### src/rtl/xadc_temp_filter_if.sv
// -----------------------------------------------------------------------------
// xadc_temp_filter_if
//
// Purpose:
//   Groups the XADC conversion/DRP handshake between the XADC primitive and the
//   temperature filter.
//
// Signals:
//   eoc      XADC end-of-conversion pulse          (XADC -> filter)
//   drpData  DRP read data, result in bits [15:4]  (XADC -> filter)
//   drdy     DRP data-ready pulse                  (XADC -> filter)
//   den      DRP enable, one-cycle pulse           (filter -> XADC)
//   daddr    DRP address                           (filter -> XADC)
//
// Modports:
//   master   the filter side (issues DRP reads)
//   slave    the XADC side
// -----------------------------------------------------------------------------
interface xadc_temp_filter_if;
    logic        eoc;
    logic [15:0] drpData;
    logic        drdy;
    logic        den;
    logic [6:0]  daddr;

    modport master (
        input  eoc,
        input  drpData,
        input  drdy,
        output den,
        output daddr
    );

    modport slave (
        output eoc,
        output drpData,
        output drdy,
        input  den,
        input  daddr
    );
endinterface

### src/rtl/xadc_temp_filter.sv
// -----------------------------------------------------------------------------
// xadc_temp_filter
//
// Purpose:
//   Reads the XADC temperature channel over DRP after every end-of-conversion,
//   averages a window of 2**LOG2_SAMPLES conversions and presents a 12-bit
//   filtered temperature with a level ready flag, so downstream HOT/COLD
//   decisions do not chatter on single-sample noise.
//
// Parameters:
//   CHANNEL_ADDR  DRP address of the temperature channel
//   LOG2_SAMPLES  window size = 2**LOG2_SAMPLES conversions (0..4)
//   TIMEOUT       CLK cycles allowed in WAIT before aborting (watchdog build)
//
// Ports:
//   CLK           system clock
//   RST_N         asynchronous active-low reset
//   drp           XADC handshake (master modport): eoc, drpData, drdy in;
//                 den, daddr out
//   digitalTemp   averaged temperature code, held between updates
//   ready         high once the first full window has been averaged
//   sampleStrobe  one-cycle pulse coincident with each digitalTemp update
//   drpError      sticky DRP timeout flag (0 unless watchdog built)
//
// Build option:
//   XADC_TIMEOUT_EN  when defined, a watchdog aborts a DRP read that gets no
//                    drdy within TIMEOUT cycles, flags drpError and drops the
//                    partial window. When undefined, WAIT blocks indefinitely.
// -----------------------------------------------------------------------------
module xadc_temp_filter #(
    parameter logic [6:0] CHANNEL_ADDR = 7'h13,
    parameter int         LOG2_SAMPLES = 2,
    parameter int         TIMEOUT      = 16
) (
    input  logic                CLK,
    input  logic                RST_N,
    xadc_temp_filter_if.master  drp,
    output logic [11:0]         digitalTemp,
    output logic                ready,
    output logic                sampleStrobe,
    output logic                drpError
);

    // Accumulator is wide enough for a full window of 12-bit samples.
    localparam int ACC_W = 12 + LOG2_SAMPLES;
    localparam int CNT_W = (LOG2_SAMPLES > 0) ? LOG2_SAMPLES : 1;
    localparam logic [CNT_W-1:0] LAST_CNT = CNT_W'((1 << LOG2_SAMPLES) - 1);

    typedef enum logic [2:0] {
        IDLE,
        REQ,
        WAIT,
        ACC,
        UPDATE
    } state_t;

    state_t             state;
    logic [11:0]        sample;
    logic [ACC_W-1:0]   acc;
    logic [CNT_W-1:0]   cnt;
    logic               den_r;

    // Truncating mean of a full window.
    function automatic logic [11:0] window_mean(input logic [ACC_W-1:0] sum);
        return 12'(sum >> LOG2_SAMPLES);
    endfunction

    assign drp.daddr = CHANNEL_ADDR;
    assign drp.den   = den_r;

    // The low nibble of the DRP word carries no conversion data.
    logic unused_drp_lsbs;
    assign unused_drp_lsbs = &{1'b0, drp.drpData[3:0]};

`ifdef XADC_TIMEOUT_EN
    localparam int WD_W = (TIMEOUT > 1) ? $clog2(TIMEOUT) : 1;
    localparam logic [WD_W-1:0] WD_LAST = WD_W'(TIMEOUT - 1);
    logic [WD_W-1:0] wd;
    logic            drp_err_r;
    assign drpError = drp_err_r;
`else
    assign drpError = 1'b0;
`endif

    // Captured conversion result; pure data, no reset needed since it is only
    // consumed in ACC after being written in WAIT.
    always_ff @(posedge CLK) begin
        if (state == WAIT && drp.drdy) begin
            sample <= drp.drpData[15:4];
        end
    end

    always_ff @(posedge CLK or negedge RST_N) begin
        if (!RST_N) begin
            state        <= IDLE;
            den_r        <= 1'b0;
            digitalTemp  <= '0;
            ready        <= 1'b0;
            sampleStrobe <= 1'b0;
            acc          <= '0;
            cnt          <= '0;
`ifdef XADC_TIMEOUT_EN
            wd           <= '0;
            drp_err_r    <= 1'b0;
`endif
        end else begin
            // den and sampleStrobe are single-cycle pulses by default.
            den_r        <= 1'b0;
            sampleStrobe <= 1'b0;
            case (state)
                IDLE: begin
                    // eoc wins over a simultaneous drdy; drdy is ignored here.
                    if (drp.eoc) begin
                        state <= REQ;
                        den_r <= 1'b1;
                    end
                end
                REQ: begin
                    state <= WAIT;
`ifdef XADC_TIMEOUT_EN
                    wd    <= '0;
`endif
                end
                WAIT: begin
                    if (drp.drdy) begin
                        state <= ACC;
                    end
`ifdef XADC_TIMEOUT_EN
                    else if (wd == WD_LAST) begin
                        // Abort: drop the partial window, keep the last output.
                        drp_err_r <= 1'b1;
                        acc       <= '0;
                        cnt       <= '0;
                        state     <= IDLE;
                    end else begin
                        wd <= wd + 1'b1;
                    end
`endif
                end
                ACC: begin
                    acc   <= acc + ACC_W'(sample);
                    cnt   <= cnt + 1'b1;
                    state <= (cnt == LAST_CNT) ? UPDATE : IDLE;
                end
                UPDATE: begin
                    // Strobe and ready become visible together with the new value.
                    digitalTemp  <= window_mean(acc);
                    sampleStrobe <= 1'b1;
                    ready        <= 1'b1;
                    acc          <= '0;
                    cnt          <= '0;
                    state        <= IDLE;
                end
                default: begin
                    state <= IDLE;
                end
            endcase
        end
    end

endmodule

### src/flat_wrapper.sv
// flat-port wrapper written by rule: the top's interface ports become plain ports
module xadc_temp_filter_flat 
#(
    parameter logic [6:0] CHANNEL_ADDR = 7'h13,
    parameter int         LOG2_SAMPLES = 2,
    parameter int         TIMEOUT      = 16
)
  (CLK, RST_N, digitalTemp, ready, sampleStrobe, drpError, drp_eoc, drp_drpData, drp_drdy, drp_den, drp_daddr);
  xadc_temp_filter_if drp_i ();
  input  logic CLK;
  input  logic RST_N;
  output logic [11:0] digitalTemp;
  output logic ready;
  output logic sampleStrobe;
  output logic drpError;
  input wire logic [$bits(drp_i.eoc)-1:0] drp_eoc;
  input wire logic [$bits(drp_i.drpData)-1:0] drp_drpData;
  input wire logic [$bits(drp_i.drdy)-1:0] drp_drdy;
  output wire logic [$bits(drp_i.den)-1:0] drp_den;
  output wire logic [$bits(drp_i.daddr)-1:0] drp_daddr;
  assign drp_i.eoc = drp_eoc;
  assign drp_i.drpData = drp_drpData;
  assign drp_i.drdy = drp_drdy;
  assign drp_den = drp_i.den;
  assign drp_daddr = drp_i.daddr;
  xadc_temp_filter #(.CHANNEL_ADDR(CHANNEL_ADDR), .LOG2_SAMPLES(LOG2_SAMPLES), .TIMEOUT(TIMEOUT)) u_core (.CLK(CLK), .RST_N(RST_N), .drp(drp_i), .digitalTemp(digitalTemp), .ready(ready), .sampleStrobe(sampleStrobe), .drpError(drpError));
endmodule
### config.mk
export PLATFORM = sky130hd
export DESIGN_NAME = xadc_temp_filter_flat
export DESIGN_NICKNAME = d
export VERILOG_FILES = /design/src/rtl/xadc_temp_filter_if.sv /design/src/rtl/xadc_temp_filter.sv /design/src/flat_wrapper.sv
export SDC_FILE = /design/constraint.sdc
export NUM_CORES = 1
export LEC_CHECK = 0
export ABC_AREA = 0
export CORE_AREA = 2 2 100 102
export DETAILED_ROUTE_END_ITERATION = 6
export DIE_AREA = 0 0 102 104
export GPL_ROUTABILITY_DRIVEN = 0
export SETUP_SLACK_MARGIN = 0.4
export SYNTH_ARGS = -nofsm -noshare
export SYNTH_HDL_FRONTEND = slang
export SYNTH_SLANG_ARGS = --single-unit
### constraint.sdc
create_clock -name CLK -period 2 [get_ports CLK]
set_input_delay 0.4 -clock CLK [delete_from_list [all_inputs] [get_ports CLK]]
set_output_delay 0.4 -clock CLK [all_outputs]
set_load 0.005 [all_outputs]
Word-level counts from Yosys, hierarchy flattened

Index checks and enable logic that the tools add are counted.

Register bits: 46
Latch bits: 0
Memory bits (writable): 0
Bits in read-only memories: 0
Input bits: 20
Output and inout bits: 23
Logic and storage cells: 30
Memories: 0

$add $sub $neg: 2
Multiply operators: 0
Divide/modulo/power cells: 0
Magnitude comparators: 0
Equal/unequal tests: 7
Shift-type cells: 0
Multiplexer cells: 9
Bitwise logic cells: 0
Reductions and logical operators: 4

Operators by type and width:

| operator                                                              | count |
|---|---|
| 14-bit one-hot mux with 2 select lines                                | 1 |
| 14-bit by 12-bit adder with 14-bit output                             | 1 |
| 3-bit one-hot mux with 4 select lines                                 | 1 |
| 3-bit 2-to-1 mux                                                      | 3 |
| 3-bit by 2-bit equality test with 1-bit output, second input constant | 2 |
| 2-bit inequality test, second input constant                          | 2 |
| 2-bit one-hot mux with 2 select lines                                 | 1 |
| 3-bit by 1-bit equality test with 1-bit output, second input constant | 1 |
| 3-bit equality test, second input constant                            | 1 |
| 3-bit logical NOT                                                     | 1 |
| 1-bit 2-to-1 mux                                                      | 3 |
| 2-bit by 1-bit adder with 2-bit output, second input constant         | 1 |
| 2-bit equality test, second input constant                            | 1 |
| 2-bit AND reduction                                                   | 1 |
| 2-bit nonzero test                                                    | 1 |
| 1-bit logical AND                                                     | 1 |

Depth between registers and ports, before layout

Word-level depth: 3
Mapped depth: 7
Depth with buffers taken out: 7

Worst setup path after synthesis

No wires, ideal clock.

Kind: register to register
Start point: register u_core.acc[0]
End point: register u_core.acc[12]
Setup time: 0.127 ns
Arrival: 1.793 ns
Data required time: 1.873 ns
Slack: 0.080 ns
Stages on the path, launching flop included: 8
Buffers on the path: 0
Clock period less this slack: 1.920 ns
Path through: dfrtp_1 ha_1 fa_1 a211oi_2 o21ai_1 a31oi_1 o22ai_1 mux2i_1

Word-level cells in the longest chain between the ends: 2

RTL lines:

| item                                      | RTL line                | RTL |
|---|---|---|
| from (decl)                               | xadc_temp_filter.sv:59  | `logic [ACC_W-1:0] acc;` |
| from (signal assigned)                    | xadc_temp_filter.sv:141 | `acc <= acc + ACC_W'(sample);` |
| 14-bit by 12-bit adder with 14-bit output | xadc_temp_filter.sv:141 |  |
| 14-bit one-hot mux with 2 select lines    | xadc_temp_filter.sv:110 | `case (state)` |

Every way passes these cells.
A chain may end at the register's enable or synchronous reset.

Final worst setup path

Start point: register u_core.sample[0]
End point: register u_core.acc[6]

Word-level cells in the longest chain between the ends: 2

RTL lines:

| item                                      | RTL line                | RTL |
|---|---|---|
| from (decl)                               | xadc_temp_filter.sv:58  | `logic [11:0] sample;` |
| from (signal assigned)                    | xadc_temp_filter.sv:89  | `sample <= drp.drpData[15:4];` |
| 14-bit by 12-bit adder with 14-bit output | xadc_temp_filter.sv:141 |  |
| 14-bit one-hot mux with 2 select lines    | xadc_temp_filter.sv:110 |  |

Every way passes these cells.

==> out/qor.txt <==
STATUS
--------------------------------------------------------------------------------------
Result of the run                                                         finished clean

STA
--------------------------------------------------------------------------------------
Count of final setup violators                                                       0
Fmax                                                                           513 MHz
Final setup TNS                                                                   0 ns
Worst setup skew after layout                                               0.00987 ns
Final critical delay including setup and external delays                       1.95 ns
Hold Violations, Final                                                               0
RSZ-0062 raised after global routing                                               yes
Crit share post-route                                                            0.974
PnR worst setup slack                                                        0.0517 ns
Pins over their slew limit                                                           0

CRITICAL PATH
--------------------------------------------------------------------------------------
Critical Path Source Type                                                     register
Worst Path Required                                                            2.18 ns
Buffers & Inverters on Critical Path                                                 0
Delay of the slowest cell on the worst path                                    0.43 ns
Worst-path maximum fanout                                                            3
Worst Setup End Kind                                                          register
Arrival time at the worst endpoint                                             2.13 ns
Cells traversed along the worst timing path                               ha_4 -> fa_2 -> a21oi_1 -> o22a_1 -> nor2b_1 -> xor2_1 -> o21ai_1
Family with the most delay on the worst path                               adder cells
Path type of the worst setup path                                              reg2reg
Library cell contributing the largest single delay on the critical path   sky130_fd_sc_hd__edfxtp_1

SYNTHESIS
--------------------------------------------------------------------------------------
Seq/Total Area, Yosys                                                            0.522
Post-Syn Instances                                                                 197
Share of synthesized registers carrying an async set or reset                    0.739
Post-synthesis instance area                                                  2320 µm²
Synth area leader                                                         sky130_fd_sc_hd__dfrtp_1
Unique cell type count in the Yosys netlist                                         49
Dominant synthesized flop cell                                            sky130_fd_sc_hd__dfrtp_1
Post-synth EDFFs                                                                    12
Top area cells in the synthesized netlist                                 sky130_fd_sc_hd__dfrtp_1 37%, sky130_fd_sc_hd__edfxtp_1 16%, sky130_fd_sc_hd__ha_1 7.0%, sky130_fd_sc_hd__mux2_1 3.9%, sky130_fd_sc_hd__nand2_1 3.1%
Flops & latches, synth                                                              46
Avg Inst Size Synth                                                           11.8 µm²
Fraction of post-synthesis cell area in the top cell type by area                0.367
Warnings, synthesis                                                                  0

DRT
--------------------------------------------------------------------------------------
Number of DRC markers after the initial detailed-route iteration                    28
Via density                                                                       4.22
Routed Antenna Nets                                                                  0
Count of vias placed by the detailed router                                      1,574
Average wire length per cell after detail routing                              12.8 µm
# DRC                                                                                0
First-pass detailed-route iteration total                                            3
Routed wire length                                                             4780 µm

GLOBAL ROUTE
--------------------------------------------------------------------------------------
Largest net degree at the start of global routing                                   35
GR Layer Usage met2                                                              0.146
Number of antenna violations at the first check in global routing                    0
Met1 layer usage reported by global route                                        0.126
Most used routing layer                                                           met2
Global-route wire length before repair                                         7730 µm
Met3 Track Usage GR                                                             0.0376
Vias in the first global route                                                   1,553
Total routing usage reported by global routing                                  0.0953
Total grt overflow                                                                   0

CTS
--------------------------------------------------------------------------------------
Hold_buf cts                                                                         0
Clock buffer count from CTS                                                          5
Number of clock sinks seen by CTS                                                   46
Cell at the root of the clock tree                                        sky130_fd_sc_hd__clkbuf_8
Clk buf depth                                                                        2
Clock tree from TritonCTS                                                         done
Clock-pin slew of the registers on the worst-case setup and hold paths         0.09 ns
Clock latency on the worst-skew pair                                           0.31 ns
H-tree lvl count                                                                     2

WORST HOLD PATH
--------------------------------------------------------------------------------------
Worst hold-check path type                                                     reg2reg

FLOORPLAN
--------------------------------------------------------------------------------------
Die outline height                                                              104 µm
Die outline area                                                            10,600 µm²
Floorplan row count                                                                 36
I/O pin cnt                                                                         43
Core outline area                                                             9550 µm²
Initial core utilization                                                         0.243
Die outline width                                                               102 µm

FINAL LAYOUT
--------------------------------------------------------------------------------------
Filler instances                                                                 1,032
Fin area                                                                      3060 µm²
Growth of design area from synthesis to finish                                   32.0%
Most frequent cells in the layout                                         34 x sky130_fd_sc_hd__dfrtp_1, 21 x sky130_fd_sc_hd__clkdlybuf4s50_1, 19 x sky130_fd_sc_hd__nand2_1, 12 x sky130_fd_sc_hd__edfxtp_1
Non-filler cells in the finished layout                                            373
Final #Nets                                                                        273
Commonest non-fill, non-tap cell in the layout                            sky130_fd_sc_hd__dfrtp_1
ANT cells                                                                            0
Post-layout utilization of the core                                              0.320
Layout cells sized above 1                                                       0.213

FLOW RUN
--------------------------------------------------------------------------------------
Count of max-cap constraint violations                                               0

PLACED DESIGN
--------------------------------------------------------------------------------------
Port Buffer Count                                                                   30
# placed instances                                                                 360
Post-detailed-placement half-perimeter wirelength                              3340 µm
Pre-CTS WS                                                                   0.0524 ns
Instance area at placement                                                    2810 µm²

POWER
--------------------------------------------------------------------------------------
Leakage power                                                                  1.40 nW
Areal power density over the cells                                         1410 nW/µm²
Max IR drop VDD                                                               0.424 mV

## cell type report
cell class,count,area (µm²),share of cell area
Multi-Input combinational cell,140,1140,0.374
Clock buffer,6,93.8,0.0307
Timing Repair Buffer,43,424,0.139
Clock inverter,2,10.0,0.00327
Inverter,3,11.3,0.00368
Sequential cell,46,1210,0.396
Tap cell,133,166,0.0544
## stage by stage
stage	hold WS, ns	total power, mW
after floorplan	0.104	2.92
after global placement	0.454	3.44
after detailed placement	0.456	3.50
after CTS	0.477	4.20
after global routing	0.499	4.70
final	0.467	4.33
## path summary, 6_finish.rpt
| path | startpoint | to | slack [ns] | cells after the start |
|---|---|---|---|---|
| worst max-delay path | u_core.sample[0] | u_core.acc[6] | 0.05 | 7 |
| worst min-delay path | u_core.ready | u_core.ready | 0.47 | 1 |
| worst max register to register | u_core.sample[0] | u_core.acc[6] | 0.05 | 7 |
| worst min register to register | u_core.ready | u_core.ready | 0.47 | 1 |
| max in group asynchronous | RST_N | u_core.digitalTemp[4] | 1.17 | 2 |
| min in group asynchronous | RST_N | u_core.drp.den | 0.50 | 2 |
## cells in the mapped netlist, drive strengths merged (2+ instances only)
| cell type | instances |
|---|---|
| o21ai | 20 |
| dfrtp | 34 |
| nand3 | 2 |
| nor3 | 3 |
| or2 | 2 |
| xnor2 | 4 |
| a211oi | 5 |
| o22ai | 2 |
| inv | 3 |
| buf | 11 |
| conb | 2 |
| a21oi | 8 |
| nand2b | 3 |
| nand4 | 2 |
| clkbuf | 3 |
| a21o | 3 |
| nand2 | 19 |
| edfxtp | 12 |
| mux2i | 3 |
| xor2 | 4 |
| mux2 | 12 |
| nor2 | 9 |
| a22o | 3 |
| ha | 13 |
## where the power goes
part           total, mW  internal [mW]  leakage (nW)  switching, mW
clock network      0.645          0.318        0.0561          0.327
registers           1.54           1.28         0.553          0.257
logic               2.14           1.09         0.795           1.06
## kinds of logic (layout without fill, tap and decap cells)
family	count (synthesis)	count (layout)	share of synthesized area
other	2	8	0.00324
adder cells (fa/ha/maj)	14	14	0.0788
AND/OR/NAND/NOR	45	45	0.0966
AO/OA/AOI/OAI	50	50	0.152
multiplexers	15	15	0.0712
flip-flops	46	46	0.522
XOR/XNOR	8	8	0.0302
buffers and inverters	17	54	0.0453
## repair_timing
item                                   4_1_cts  5_1_grt
endpoints found under the hold margin        0        0
setup endpoints to repair                   10       20
pin swaps                                    7        5
gates resized for setup                      4       21
setup buffers                                1        4
## layer usage
layer,routed length [µm],up-vias
met2,2180,30
met5,0,-
met4,63,0
met1,2330,757
met3,211,6
li1,-,781
## state kept, by name, indices dropped and copies added, names as in the netlist
name	flops
u_core.acc	14
u_core.digitalTemp	12
u_core.sample	12
u_core.state	3
u_core.cnt	2
u_core.drp.den	1
u_core.ready	1
u_core.sampleStrobe	1
Power figures use the tool's default switching activity.
==> RTL change 1 (config.mk and constraints unchanged) <==
Reset style: synchronous (`RST_N`), changed in one clocked block. Comments in the files are not updated.
--- a/src/rtl/xadc_temp_filter.sv
+++ b/src/rtl/xadc_temp_filter.sv
@@ -92,3 +92,3 @@
 
-    always_ff @(posedge CLK or negedge RST_N) begin
+    always_ff @(posedge CLK) begin
         if (!RST_N) begin
Function: differs if RST_N is asserted again (counterexample within 4 cycles, from zero or initial values and one cycle with RST_N low); with RST_N held inactive, the same outputs for 10 cycles.
==> RTL change 1 against the unedited design <==
The flow now finishes with violations (negative setup slack). Final area shrank 1.3%. First-iteration DRC count grew to 3.5 times the old value. Sequential cell count is the same. Clock skew is essentially flat. Critical path type unchanged. Wire length up 2.1%. Area after synthesis fell by 2.3%. Worst setup slack worse by 0.17 ns.
Power is not compared: it rests on default switching activity, and its combinational part moved more than twofold at a synthesized area within 25%.
==> RTL change 1: results (changes against the unedited design) <==
outcome - finished, violations left (was completed)
failing checks - negative setup slack
vias in the first global route - 1,630 (was 1,553)
drt wl/cell - 12.0 um (was 12.8 um)
dpl cells - 392 (was 360)
global-route wire length before repair - 7880 um (was 7730 um)
detailed-router iteration count before antenna repair - 4 (was 3)
sequential cells - 46 (unchanged)
# setup viols final - 4 (was 0)
CP max FO - 2 (was 3)
vias per cell - 4.35 (was 4.22)
hold_sp - u_core.digitalTemp[1] (was u_core.ready)
buffering overhead - 14.9% (was 13.9%)
placed inst area - 2770 um^2 (was 2810 um^2)
Fillers - 976 (was 1,032)
Seq/Total Area, Yosys - 45.9% (was 52.2%)
Plain + repair buffers - 48 (was 43)
cell class contributing the biggest share of worst-path delay - compound AO/OA/AOI/OAI gates (was adder cells)
routed length on met3 - 243 um (was 211 um)
hold path depth - 2 (was 1)
Synth Instances - 231 (was 197)
met2 Resource Use GR - 13.9% (was 14.6%)
clock network area share - 2.74% (was 3.39%)
Post-synth EDFFs - 12 (unchanged)
Area Overhead vs Synth - 33.2% (was 32.0%)
Worst path max stage delay - 0.40 ns (was 0.43 ns)
worst setup slack after layout - -0.118 ns (was 0.0517 ns)
ranking of synthesized cells by area - dfxtp_1 30%, edfxtp_1 16%, ha_1 7.2% (was dfrtp_1 37%, edfxtp_1 16%, ha_1 7.0%)
Multi-input gate area - 1270 um^2 (was 1140 um^2)
post-placement setup slack - -0.100 ns (was 0.0524 ns)
vias - 1,774 (was 1,574)
detailed placement HPWL - 3460 um (was 3340 um)
top post-synthesis cells by count - 34 x dfxtp_1, 33 x nand2_1, 14 x nand3_1 (was 34 x dfrtp_1, 19 x nand2_1, 13 x ha_1)
Detailed Route Iter0 Violations - 98 (was 28)
nets - 308 (was 273)
met2 WL - 2120 um (was 2180 um)
Hold Slack - 0.467 ns (about the same)
Die Wd - 102 um (unchanged)
Worst path slowest cell - a2111o_1 (was edfxtp_1)
Inverters excl. clock - 1 (was 3)
setup TNS - -0.155 ns (was 0 ns)
met1 usage - 12.7% (was 12.6%)
GRT Total Usage - 9.32% (was 9.53%)
hold endpoint - u_core.digitalTemp[1] (was u_core.ready)
multi-input gates - 172 (was 140)
Max IR drop VDD - 270 uV
CP Capture Point - u_core.acc[10] (was u_core.acc[6])
fraction of layout cells with a size suffix above 1 - 18.2% (was 21.3%)
leak pwr - 1.13 nW
pin count of the biggest net entering global routing - 20 (was 35)
post-route clock skew - 0.0100 ns (was 0.00987 ns)
GR Layer Usage met3 - 2.82% (was 3.76%)
Met1 Wirelength - 2450 um (was 2330 um)
P per Cell Area - 580 nW/um^2
Post-synth ARST share - 0% (was 73.9%)
Synth cell types - 50 (was 49)
fraction of area in registers - 34.5% (was 39.6%)
## RTL change 1: cell count changes after synthesis, moves of 4 or more
cell / delta
o21ai_1: -11
clkbuf_1: +4
nor2b_1: +7
dfxtp_1: +34
nand2_1: +14
a21boi_0: +12
nand3_1: +12
nor2_1: -4
a22oi_1: +5
mux2_1: -8
o21a_1: +4
and3_1: +5
dfrtp_1: -34
mux2_2: -4
## RTL change 1: cells by family after synthesis
family	after synthesis	synth area share [%]
muxes	3	1.33
buffers and inverters	19	4.69
other	2	0.331
DFF	46	45.9
and+or+nand+nor	78	16.7
adders and majority gates	14	8.06
xor gates and xnor gates	6	2.32
AOI/OAI and AO/OA	63	20.6
## RTL change 1: timing repair
action,4_1_cts,5_1_grt
pin swaps,13,7
gates resized for setup,15,7
setup endpoints to repair,10,13
setup buffers,5,3
hold endpoints to repair,0,0
==> RTL change 2 (same flow settings) <==
Without the edit above. The option `XADC_TIMEOUT_EN` is turned on by a define.
--- a/src/rtl/xadc_temp_filter.sv
+++ b/src/rtl/xadc_temp_filter.sv
@@ -29,2 +29,4 @@
 // -----------------------------------------------------------------------------
+`define XADC_TIMEOUT_EN
+
 module xadc_temp_filter #(
Behaviour: same outputs for any inputs over 10 cycles, from zero or initial values and one cycle with RST_N low; that may be too few to reach the edited logic, so the function may still have changed.
==> RTL change 2 against the unedited design <==
The run now ends with negative hold slack, negative setup slack left. Wire length rose by 23%. Total power rose by 24%. Final area rose by 20%. Sequential cell count rose by 5. Area after synthesis rose by 11%. Largest cell class is now multi-input gates. Clock skew barely moved. Sequential share of layout area fell by 3.2 points. Worst setup slack got worse by 0.23 ns. Critical path depth did not move. Sequential power rose by 12%. Highest routed layer unchanged.
==> RTL change 2: results (changes against the unedited design) <==
Net Sw Frac - 37.5% (was 37.9%)
failing checks - negative hold slack, negative setup slack
post-placement setup slack - -0.169 ns (was 0.0524 ns)
GR Layer Usage met3 - 2.15% (was 3.76%)
buffering overhead - 18.7% (was 13.9%)
cell class contributing the biggest share of worst-path delay - simple AND/OR/NAND/NOR gates (was adder cells)
Multi-input gate area - 1340 um^2 (was 1140 um^2)
Met1 Wirelength - 2670 um (was 2330 um)
routed length on met3 - 249 um (was 211 um)
clock network area share - 3.06% (was 3.39%)
P per Cell Area - 1460 nW/um^2 (was 1410 nW/um^2)
outcome - finished, violations left (was completed)
worst setup slack after layout - -0.181 ns (was 0.0517 ns)
post-route clock skew - 0.0103 ns (was 0.00987 ns)
WP data arrival - 2.43 ns (was 2.13 ns)
fraction of area in registers - 36.4% (was 39.6%)
final WL - 5900 um (was 4780 um)
# setup viols final - 2 (was 0)
Hold Slack - -0.000736 ns (was 0.467 ns)
Max IR drop VDD - 668 uV (was 424 uV)
Worst path slowest cell - or4b_1 (was edfxtp_1)
Plain + repair buffers - 72 (was 43)
met1 usage - 15.5% (was 12.6%)
top post-synthesis cells by count - 39 x dfrtp_1, 20 x a21oi_1, 15 x nand2_1, 15 x o21ai_0, 14 x ha_1 (was 34 x dfrtp_1, 19 x nand2_1, 13 x ha_1)
CP max FO - 2 (was 3)
number of I/O port buffers - 31 (was 30)
setup TNS - -0.325 ns (was 0 ns)
Detailed Route Iter0 Violations - 75 (was 28)
vias - 1,995 (was 1,574)
multi-input gates - 163 (was 140)
detailed-router iteration count before antenna repair - 4 (was 3)
placed inst area - 3250 um^2 (was 2810 um^2)
Seq/Total Area, Yosys - 52.0% (was 52.2%)
pin count of the biggest net entering global routing - 19 (was 35)
detailed placement HPWL - 4010 um (was 3340 um)
Hold Violations, Final - 1 (was 0)
sequential cells - 51 (was 46)
Hold WC Path Type - input port to asynchronous set/reset pin (was flop to flop)
leak pwr - 1.81 nW (was 1.40 nW)
Fillers - 953 (was 1,032)
## RTL change 2: cell types whose count changed in the layout (fill, tap and decap cells not counted), moves of 6 or more
| cell | unedited run | this run |
|---|---|---|
| a21oi_1 | 5 | 12 |
| and3_1 | 0 | 7 |
| buf_4 | 11 | 32 |
| buf_6 | 2 | 8 |
| mux2_1 | 8 | 0 |
| mux2_2 | 4 | 12 |
## RTL change 2: through the flow
stage	total power, mW	cells
5_1_grt	5.81	436
6_report	5.38	436
3_5_place_dp	4.08	415
2_1_floorplan	3.16	238
4_1_cts	5.22	431
3_3_place_gp	4.01	415
## RTL change 2: cell families after synthesis
| kind of cell | count (synthesis) | synth area share (%) |
|---|---|---|
| other | 2 | 0.292 |
| flip-flops | 51 | 52.0 |
| adder cells (fa/ha/maj) | 15 | 7.60 |
| AND/OR/NAND/NOR | 60 | 12.4 |
| XOR/XNOR | 7 | 2.39 |
| AO/OA/AOI/OAI | 60 | 14.5 |
| buffers and inverters | 24 | 4.82 |
| multiplexers | 14 | 6.04 |
## RTL change 2: final timing paths
path	start	to	slack [ns]
min reg2reg	u_core.ready	u_core.ready	0.48
min	RST_N	u_core.ready	-0.0007
min in group CLK	u_core.ready	u_core.ready	0.48
max reg2reg	u_core.acc[5]	u_core.acc[12]	-0.18
max	u_core.acc[5]	u_core.acc[12]	-0.18
max in group asynchronous	RST_N	u_core.acc[4]	1.47
## RTL change 2: repair_timing
item                       in CTS  in global routing
setup endpoints to repair      11                 56
hold buffers                    0                  0
pin swaps                      10                 10
setup buffers                   8                  5
resized for setup              30                 30
## RTL change 2: power groups by stage
stage,logic (mW),registers (mW),clock network [mW]
finish,2.94,1.72,0.717
global route,3.25,1.78,0.776
CTS,2.75,1.72,0.745
detailed placement,2.34,1.75,0
global placement,2.28,1.73,0
floorplan,1.50,1.66,0
